<file path="src/rtl/hspi_receiver_pkg.sv">
// Shared types and constants for the HSPI packet receiver.
// CRC helpers are only used when HSPI_RX_CRC_CHECK_EN is defined.
package hspi_receiver_pkg;

   typedef enum logic [2:0] {
      IDLE,
      GRANT,
      HEADER,
      PAYLOAD,
      CRC,
      DONE,
      HOLD
   } state_t;

   localparam int          PAYLOAD_LEN_DEF = 1024;
   localparam logic [25:0] HDR_MAGIC       = 26'h0A5A5A5;
   localparam logic [1:0]  HDR_TAG         = 2'b11;
   localparam logic [31:0] CRC_POLY        = 32'h04C11DB7;
   localparam logic [31:0] CRC_INIT        = 32'hFFFFFFFF;

   function automatic logic [31:0] bitrev32(input logic [31:0] d);
      logic [31:0] r;
      for (int i = 0; i < 32; i++) r[i] = d[31-i];
      return r;
   endfunction

   // MSB-first CRC-32 core step over one 32-bit word
   function automatic logic [31:0] crc32_step(input logic [31:0] c,
                                              input logic [31:0] d);
      logic [31:0] r;
      r = c;
      for (int i = 31; i >= 0; i--)
         r = {r[30:0], 1'b0} ^ ((r[31] ^ d[i]) ? CRC_POLY : 32'h0);
      return r;
   endfunction

endpackage

</file>
<file path="src/rtl/crc32_32b.sv">
// Word-wide CRC-32 accumulator; the data word is fed bit-reversed so the
// register holds the reflected-CRC state in non-reflected order.
module crc32_32b
   import hspi_receiver_pkg::*;
(
   input  logic        sys_clk,
   input  logic        sys_rst,
   input  logic        init,
   input  logic        en,
   input  logic [31:0] data,
   output logic [31:0] crc
);

   always_ff @(posedge sys_clk) begin
      if (sys_rst || init) crc <= CRC_INIT;
      else if (en)         crc <= crc32_step(crc, bitrev32(data));
   end

endmodule

</file>
<file path="src/rtl/hspi_receiver.sv">
// HSPI packet receiver: header check, payload to FIFO, trailer, CTS hold.
// Define HSPI_RX_CRC_CHECK_EN to build and check the CRC-32 trailer.
module hspi_receiver
   import hspi_receiver_pkg::*;
#(
   parameter int PAYLOAD_LEN = PAYLOAD_LEN_DEF,
   parameter int CTS_HOLD    = 16
) (
   input  logic        sys_clk,
   input  logic        sys_rst,
   input  logic        hrreq,
   output logic        hrrdy,
   input  logic        hrvld,
   input  logic [31:0] hrd,
   output logic        hspi_cts,
   input  logic        fifo_room,
   output logic        fifo_write_en,
   output logic [31:0] fifo_write_data,
   input  logic        fifo_full,
   output logic        pkt_ok,
   output logic        crc_err,
   output logic        hdr_err,
   output logic        seq_err,
   output logic        ovf_err,
   output logic        abort_err,
   output logic [3:0]  rx_seq
);

   state_t      state, state_n;
   logic [9:0]  cnt;
   logic [15:0] hold_cnt;
   logic        first, ovf_seen, err_seen;
   logic        take_hdr, take_pay, take_crc;
   logic        hdr_fail, abort, crc_bad;
   logic        hdr_ok, seq_bad, last_word;
   logic [3:0]  seq_in;

   assign seq_in    = hrd[29:26];
   assign hdr_ok    = (hrd[31:30] == HDR_TAG) && (hrd[25:0] == HDR_MAGIC);
   assign seq_bad   = !first && (seq_in != rx_seq + 4'd1);
   assign last_word = (cnt == 10'(PAYLOAD_LEN - 1));
   assign hrrdy     = (state == GRANT) || (state == HEADER) ||
                      (state == PAYLOAD) || (state == CRC);

`ifdef HSPI_RX_CRC_CHECK_EN
   logic [31:0] crc_q;

   crc32_32b u_crc (
      .sys_clk (sys_clk),
      .sys_rst (sys_rst),
      .init    (state == GRANT),
      .en      (take_hdr || take_pay),
      .data    (hrd),
      .crc     (crc_q)
   );

   assign crc_bad = take_crc && (hrd != ~bitrev32(crc_q));

   always_ff @(posedge sys_clk) begin
      if (sys_rst) crc_err <= 1'b0;
      else         crc_err <= crc_bad;
   end
`else
   assign crc_bad = 1'b0;
   assign crc_err = 1'b0;
`endif

   // A word arriving together with a falling hrreq is consumed before
   // the abort is taken.
   always_comb begin
      state_n  = state;
      take_hdr = 1'b0;
      take_pay = 1'b0;
      take_crc = 1'b0;
      hdr_fail = 1'b0;
      abort    = 1'b0;
      unique case (state)
         IDLE: if (hrreq && fifo_room) state_n = GRANT;
         GRANT: state_n = HEADER;
         HEADER: begin
            if (hrvld) begin
               take_hdr = 1'b1;
               if (!hdr_ok) begin
                  hdr_fail = 1'b1;
                  state_n  = DONE;
               end else if (!hrreq) begin
                  abort   = 1'b1;
                  state_n = DONE;
               end else begin
                  state_n = PAYLOAD;
               end
            end else if (!hrreq) begin
               abort   = 1'b1;
               state_n = DONE;
            end
         end
         PAYLOAD: begin
            take_pay = hrvld;
            if (hrvld && last_word) state_n = CRC;
            if (!hrreq) begin
               abort   = 1'b1;
               state_n = DONE;
            end
         end
         CRC: begin
            if (hrvld) begin
               take_crc = 1'b1;
               state_n  = DONE;
            end else if (!hrreq) begin
               abort   = 1'b1;
               state_n = DONE;
            end
         end
         DONE: state_n = HOLD;
         HOLD: begin
            if (hold_cnt >= 16'(CTS_HOLD - 1) && !hrreq && fifo_room)
               state_n = IDLE;
         end
         default: state_n = IDLE;
      endcase
   end

   always_ff @(posedge sys_clk) begin
      if (sys_rst) begin
         state           <= IDLE;
         cnt             <= '0;
         hold_cnt        <= '0;
         first           <= 1'b1;
         ovf_seen        <= 1'b0;
         err_seen        <= 1'b0;
         rx_seq          <= '0;
         hspi_cts        <= 1'b1;
         fifo_write_en   <= 1'b0;
         fifo_write_data <= '0;
         pkt_ok          <= 1'b0;
         hdr_err         <= 1'b0;
         seq_err         <= 1'b0;
         ovf_err         <= 1'b0;
         abort_err       <= 1'b0;
      end else begin
         state         <= state_n;
         hspi_cts      <= !(state_n == IDLE && fifo_room);
         fifo_write_en <= take_pay && !fifo_full;
         if (take_pay && !fifo_full) fifo_write_data <= hrd;

         if (state == GRANT)  cnt <= '0;
         else if (take_pay)   cnt <= cnt + 10'd1;

         if (state != HOLD)          hold_cnt <= '0;
         else if (hold_cnt != '1)    hold_cnt <= hold_cnt + 16'd1;

         if (take_hdr && hdr_ok) begin
            rx_seq <= seq_in;
            first  <= 1'b0;
         end

         if (state == GRANT)                 ovf_seen <= 1'b0;
         else if (take_pay && fifo_full)     ovf_seen <= 1'b1;

         if (state == GRANT)
            err_seen <= 1'b0;
         else if ((take_hdr && hdr_ok && seq_bad) || (take_pay && fifo_full))
            err_seen <= 1'b1;

         pkt_ok    <= take_crc && !crc_bad && !err_seen;
         hdr_err   <= hdr_fail;
         seq_err   <= take_hdr && hdr_ok && seq_bad;
         ovf_err   <= take_pay && fifo_full && !ovf_seen;
         abort_err <= abort;
      end
   end

endmodule
</file>
<file path="config.mk">
export PLATFORM = sky130hd
export DESIGN_NAME = hspi_receiver
export DESIGN_NICKNAME = d
export VERILOG_FILES = /design/src/rtl/hspi_receiver_pkg.sv /design/src/rtl/crc32_32b.sv /design/src/rtl/hspi_receiver.sv
export SDC_FILE = /design/constraint.sdc
export NUM_CORES = 1
export LEC_CHECK = 0
export ABC_AREA = 0
export BUFFER_PORTS_ARGS = -buffer_cell sky130_fd_sc_hd__buf_2
export CAP_MARGIN = 20
export CELL_PAD_IN_SITES_DETAIL_PLACEMENT = 0
export CELL_PAD_IN_SITES_GLOBAL_PLACEMENT = 1
export CORE_ASPECT_RATIO = 0.6
export CORE_MARGIN = 1
export CORE_UTILIZATION = 41
export DETAILED_ROUTE_END_ITERATION = 10
export PLACE_DENSITY = 0.93
export SYNTH_ARGS = -nofsm -noshare
export SYNTH_HDL_FRONTEND = slang
export SYNTH_SLANG_ARGS = --single-unit
export TNS_END_PERCENT = 20
</file>
<file path="constraint.sdc">
create_clock -name sys_clk -period 4.47 [get_ports sys_clk]
set_input_delay 0.6705 -clock sys_clk [delete_from_list [all_inputs] [get_ports sys_clk]]
set_output_delay 0.6705 -clock sys_clk [all_outputs]
set_load 0.01 [all_outputs]
</file>
# After elaboration in Yosys (flattened, before gate mapping)
# Cells that the tools add are included.
# W data, S select, Z words.
# word_totals
regBits	75
out_inout_bits	45
# classes
mux	20
n_reduce_logical	28
n_addsub	3
n_eq_ne	12
n_lt_le_gt_ge	1
bitwise_logic	2
# op_table
cell	n
$mux W3	9
$eq A26 B24 Y1 const B	1
$pmux W3 S7	1
$add A16 B1 Y16 const B	1
$ge A16 B4 Y1 const B	1
$ne A16 B16 Y1 const B	1
$logic_and A1 B1 Y1	13
$add A10 B1 Y10 const B	1
$eq A10 B10 Y1 const B	1
$eq A3 B3 Y1 const B	3
$mux W1	9
$eq A3 B2 Y1 const B	2
$logic_not A1 Y1	6
$logic_not A3 Y1	2
$add A4 B1 Y4 const B	1
$logic_or A1 B1 Y1	4
$ne A4 B4 Y1	1
$reduce_or A2 Y1	2
$eq A3 B1 Y1 const B	1
$ne A3 B3 Y1 const B	1
$pmux W1 S3	1
$reduce_or A3 Y1	1
$eq A2 B2 Y1 const B	1
$not A1 Y1	2

# Longest topological paths before layout
# logic_depth
word_depth	8
depth_mapped	8
mapped_depth_nobuf	6

# Worst setup path after synthesis
# OpenSTA, ideal clock, no wires.
# synth_timing
path_kind	input port to flip-flop
from	input port hrd[24]
to	register rx_seq[0]
required_ns	4.356
path_slack_ns	2.395
stages	5
arrival_time_ns	1.961
setup_time_ns	0.114
n_path_buf	0
cell_sequence	nand4b_1 or4_4 nor4b_4 mux2i_1 nor2_1
# synth_between
elab_chain_cells	3
# synth_rtl
item	line	text
from (decl)	hspi_receiver.sv:14	input logic [31:0] hrd,
$eq A26 B24 Y1	hspi_receiver.sv:39	assign hdr_ok = (hrd[31:30] == HDR_TAG) && (hrd[25:0] == HDR_MAGIC);
$logic_and A1 B1 Y1	hspi_receiver.sv:39	
$logic_and A1 B1 Y1	hspi_receiver.sv:152	if (take_hdr && hdr_ok) begin
to (signal assigned)	hspi_receiver.sv:153	rx_seq <= seq_in;
to (decl)	hspi_receiver.sv:26	output logic [3:0] rx_seq
# No other way between the ends.
# A chain may end at the register's enable or synchronous reset.

# Worst setup path in the final report
# layout_timing
from	register hold_cnt[0]
to	register hold_cnt[0]
# layout_between
elab_chain_cells	1
# layout_rtl
item	line	text
from (decl)	hspi_receiver.sv:31	logic [15:0] hold_cnt;
from (signal assigned)	hspi_receiver.sv:150	else if (hold_cnt != '1) hold_cnt <= hold_cnt + 16'd1;
$add A16 B1 Y16 or $ne A16 B16 Y1 (tied branches)	hspi_receiver.sv:150	
# Parallel ways exist; a longest one is shown, timed or not.

==> results.ini <==
[setup_path]
critical_path_required_ps = 4680
end_kind = flip-flop
cp_max_fo = 7
worst-endpoint-arrival_ps = 2450
start_kind = flip-flop
critical_path_class = reg2reg

[synthesis]
synthesis.area_um2 = 3258
synth-edff-count = 0
yosysWarnings = 0
synth.largest_area_cell = dfxtp_1
synth_area_leaders = dfxtp_1 (46%), nand2_1 (9.0%), a21oi_1 (7.1%)
syn-mean-instance-area_um2 = 8.463
synth.most_common_cell = nand2_1
synth_common_cells = nand2_1 (78), dfxtp_1 (75), a21oi_1 (46), nor2_1 (37)
async_reset_ff_share_pct = 0
syn_nets = 426
synth.distinct_cells = 50
yosysTopAreaCellShare_pct = 46.08
ys_seq_area_share_pct = 46.08
synthCells = 385
ys.flop_type = dfxtp_1
synth_seq_cells = 75

[die]
die_w_um = 117.1
fp.coreArea_um2 = 7477
ioPinCount = 83
start_util_pct = 43.57
die_h_um = 71.05
rows = 24
die_area_um2 = 8319

[place]
dp_slack_ps = 1975
place_hpwl_um = 5617
place.gp.congestion = 0.8289
io_buffer_count = 81

[global_routing]
grt_antenna_before_repair = 0
grt_pass1_vias = 2660
grt_pass1_wl_um = 12610
grt_max_degree = 50
grt.total_usage_pct = 20.17
grt_overflow_total = 0

[sta]
finalCritPeriodShare_pct = 50.16
drv_slew = 0
skew_ps = 6.339
hold_violations = 0
period_needed_ps = 2242
timing.final.ws_setup_ps = 2228
worst_pin_slew_ps = 887.4
fin_tns_setup_ps = 0
setup_violations = 0
slew_headroom_pct = 40.84
rsz0062_at_grt = no
clock.fmax_ghz = 0.4460

[final_layout]
fin_nets = 499
n_fill_cell = 707
synthToLayoutAreaGrowth_pct = 23.58
fin_util_pct = 53.85
antennaDiodeCount = 0
drive_gt1_share_pct = 24.24

[cts]
numCtsBuffers = 9
htreeDepth = 3
clock_sinks = 75
clk-insertion-delay-late_ps = 340
hold_buffers = 0
post_cts_buffers = 0
tritoncts = done
cts.clk_slew.worst_paths_ps = 60
ctsResizeCount = 0
root_buffer = clkbuf_16
cts_buffer_depth = 2

[routing]
final_antenna_net_count = 0
drt_first_iter_violations = 219
wl_um = 7796
drcViolationCount = 0
via_per_inst = 5.118
vias = 2897
drtPass1Iterations = 5
wl_per_cell_um = 13.77

[worst_hold_path]
hold_path_class = reg2reg

[power]
ir_drop_uv = 178.4
power_mw = 1.545
power.density_nw_per_um2 = 383.6
total_leakage_power_nw = 1.607

[job]
maxCapViolCount = 0

[status]
status = completed

==> registers in the layout, indices dropped and copies added (netlist names) <==
register         cells
abort_err            1
cnt                 10
err_seen             1
fifo_write_data     32
fifo_write_en        1
first                1
hdr_err              1
hold_cnt            16
hspi_cts             1
ovf_err              1
ovf_seen             1
pkt_ok               1
rx_seq               4
seq_err              1
state                3
==> critical path, cell delays in order, from the launching register on <==
cell and delay [ps]:
dfxtp_1 380, ha_1 260, inv_1 80, nor4_1 690, buf_4 270, nand2_1 180, xnor2_1 200, nor2_1 50
==> per-layer routing <==
| layer | global-route usage, % | vias up | share of wire [%] |
|---|---|---|---|
| met4 | 7.736 | 0 | 1.1 |
| met2 | 28.01 | 89 | 43 |
| met5 | 0 | - | 0 |
| met1 | 28.43 | 1344 | 50 |
| met3 | 7.112 | 10 | 6.4 |
| li1 | - | 1454 | - |
==> layout by cell type (no fill, tap or decap), drive strengths merged, types with 2 or more instances in the layout <==
| cell | n |
|---|---|
| o21ai | 3 |
| a31oi | 2 |
| clkinv | 2 |
| and4 | 4 |
| a211oi | 5 |
| nor4b | 2 |
| nor2 | 38 |
| bufinv | 2 |
| or2 | 2 |
| dfxtp | 75 |
| a2111oi | 2 |
| and2 | 2 |
| xnor2 | 15 |
| nand2 | 78 |
| nor3 | 4 |
| inv | 5 |
| nand4 | 9 |
| nor4 | 5 |
| nand3 | 13 |
| a21oi | 46 |
| ha | 3 |
| a221oi | 2 |
| and3 | 2 |
| clkbuf | 10 |
| nand2b | 5 |
| mux2i | 7 |
| and4bb | 2 |
| nand3b | 3 |
| buf | 84 |
| nor2b | 3 |
| o21bai | 2 |
| xor2 | 12 |
==> power breakdown <==
part / switching [mW] / internal [mW]
clock: 0.266 / 0.498
combinational: 0.0514 / 0.0409
sequential: 0.0121 / 0.676
total: 0.330 / 1.21
==> kinds of logic after synthesis <==
family,Yosys count,share of synthesized area (%)
xor+xnor,27,7.258
flops,75,46.08
simple gates,181,27.99
buf+inv,27,3.994
compound gates,64,11.25
fa+ha+maj,3,1.152
other cells,1,0.1151
mux,7,2.151
==> through the flow <==
stage | instances | cell area, µm² | hold WS [ps]
floorplan | 385 | 3258 | 398.0
global placement | 551 | 3710 | 411.3
detailed placement | 551 | 3710 | 418.3
CTS | 566 | 4026 | 427.8
global route | 566 | 4026 | 456.5
finish | 566 | 4026 | 425.5
==> final timing paths <==
kind / startpoint / end / slack, ps / cells past startpoint
min: ovf_seen / ovf_err / 430 / 1
max: hold_cnt[0] / hold_cnt[0] / 2230 / 7
max reg2reg: hold_cnt[0] / hold_cnt[0] / 2230 / 7
min reg2reg: ovf_seen / ovf_err / 430 / 1
==> layout make-up <==
cell class | instances | area (µm²) | area share [%]
Timing Repair Buffer | 84 | 427.9 | 10.63
Inverter | 5 | 18.77 | 0.4661
Clock inverter | 5 | 77.57 | 1.927
Clock buffer | 10 | 239.0 | 5.935
Multi-Input combinational cell | 283 | 1632 | 40.52
Tap cell | 104 | 130.1 | 3.232
Sequential cell | 75 | 1501 | 37.29
(Power assumes the default switching activity.)
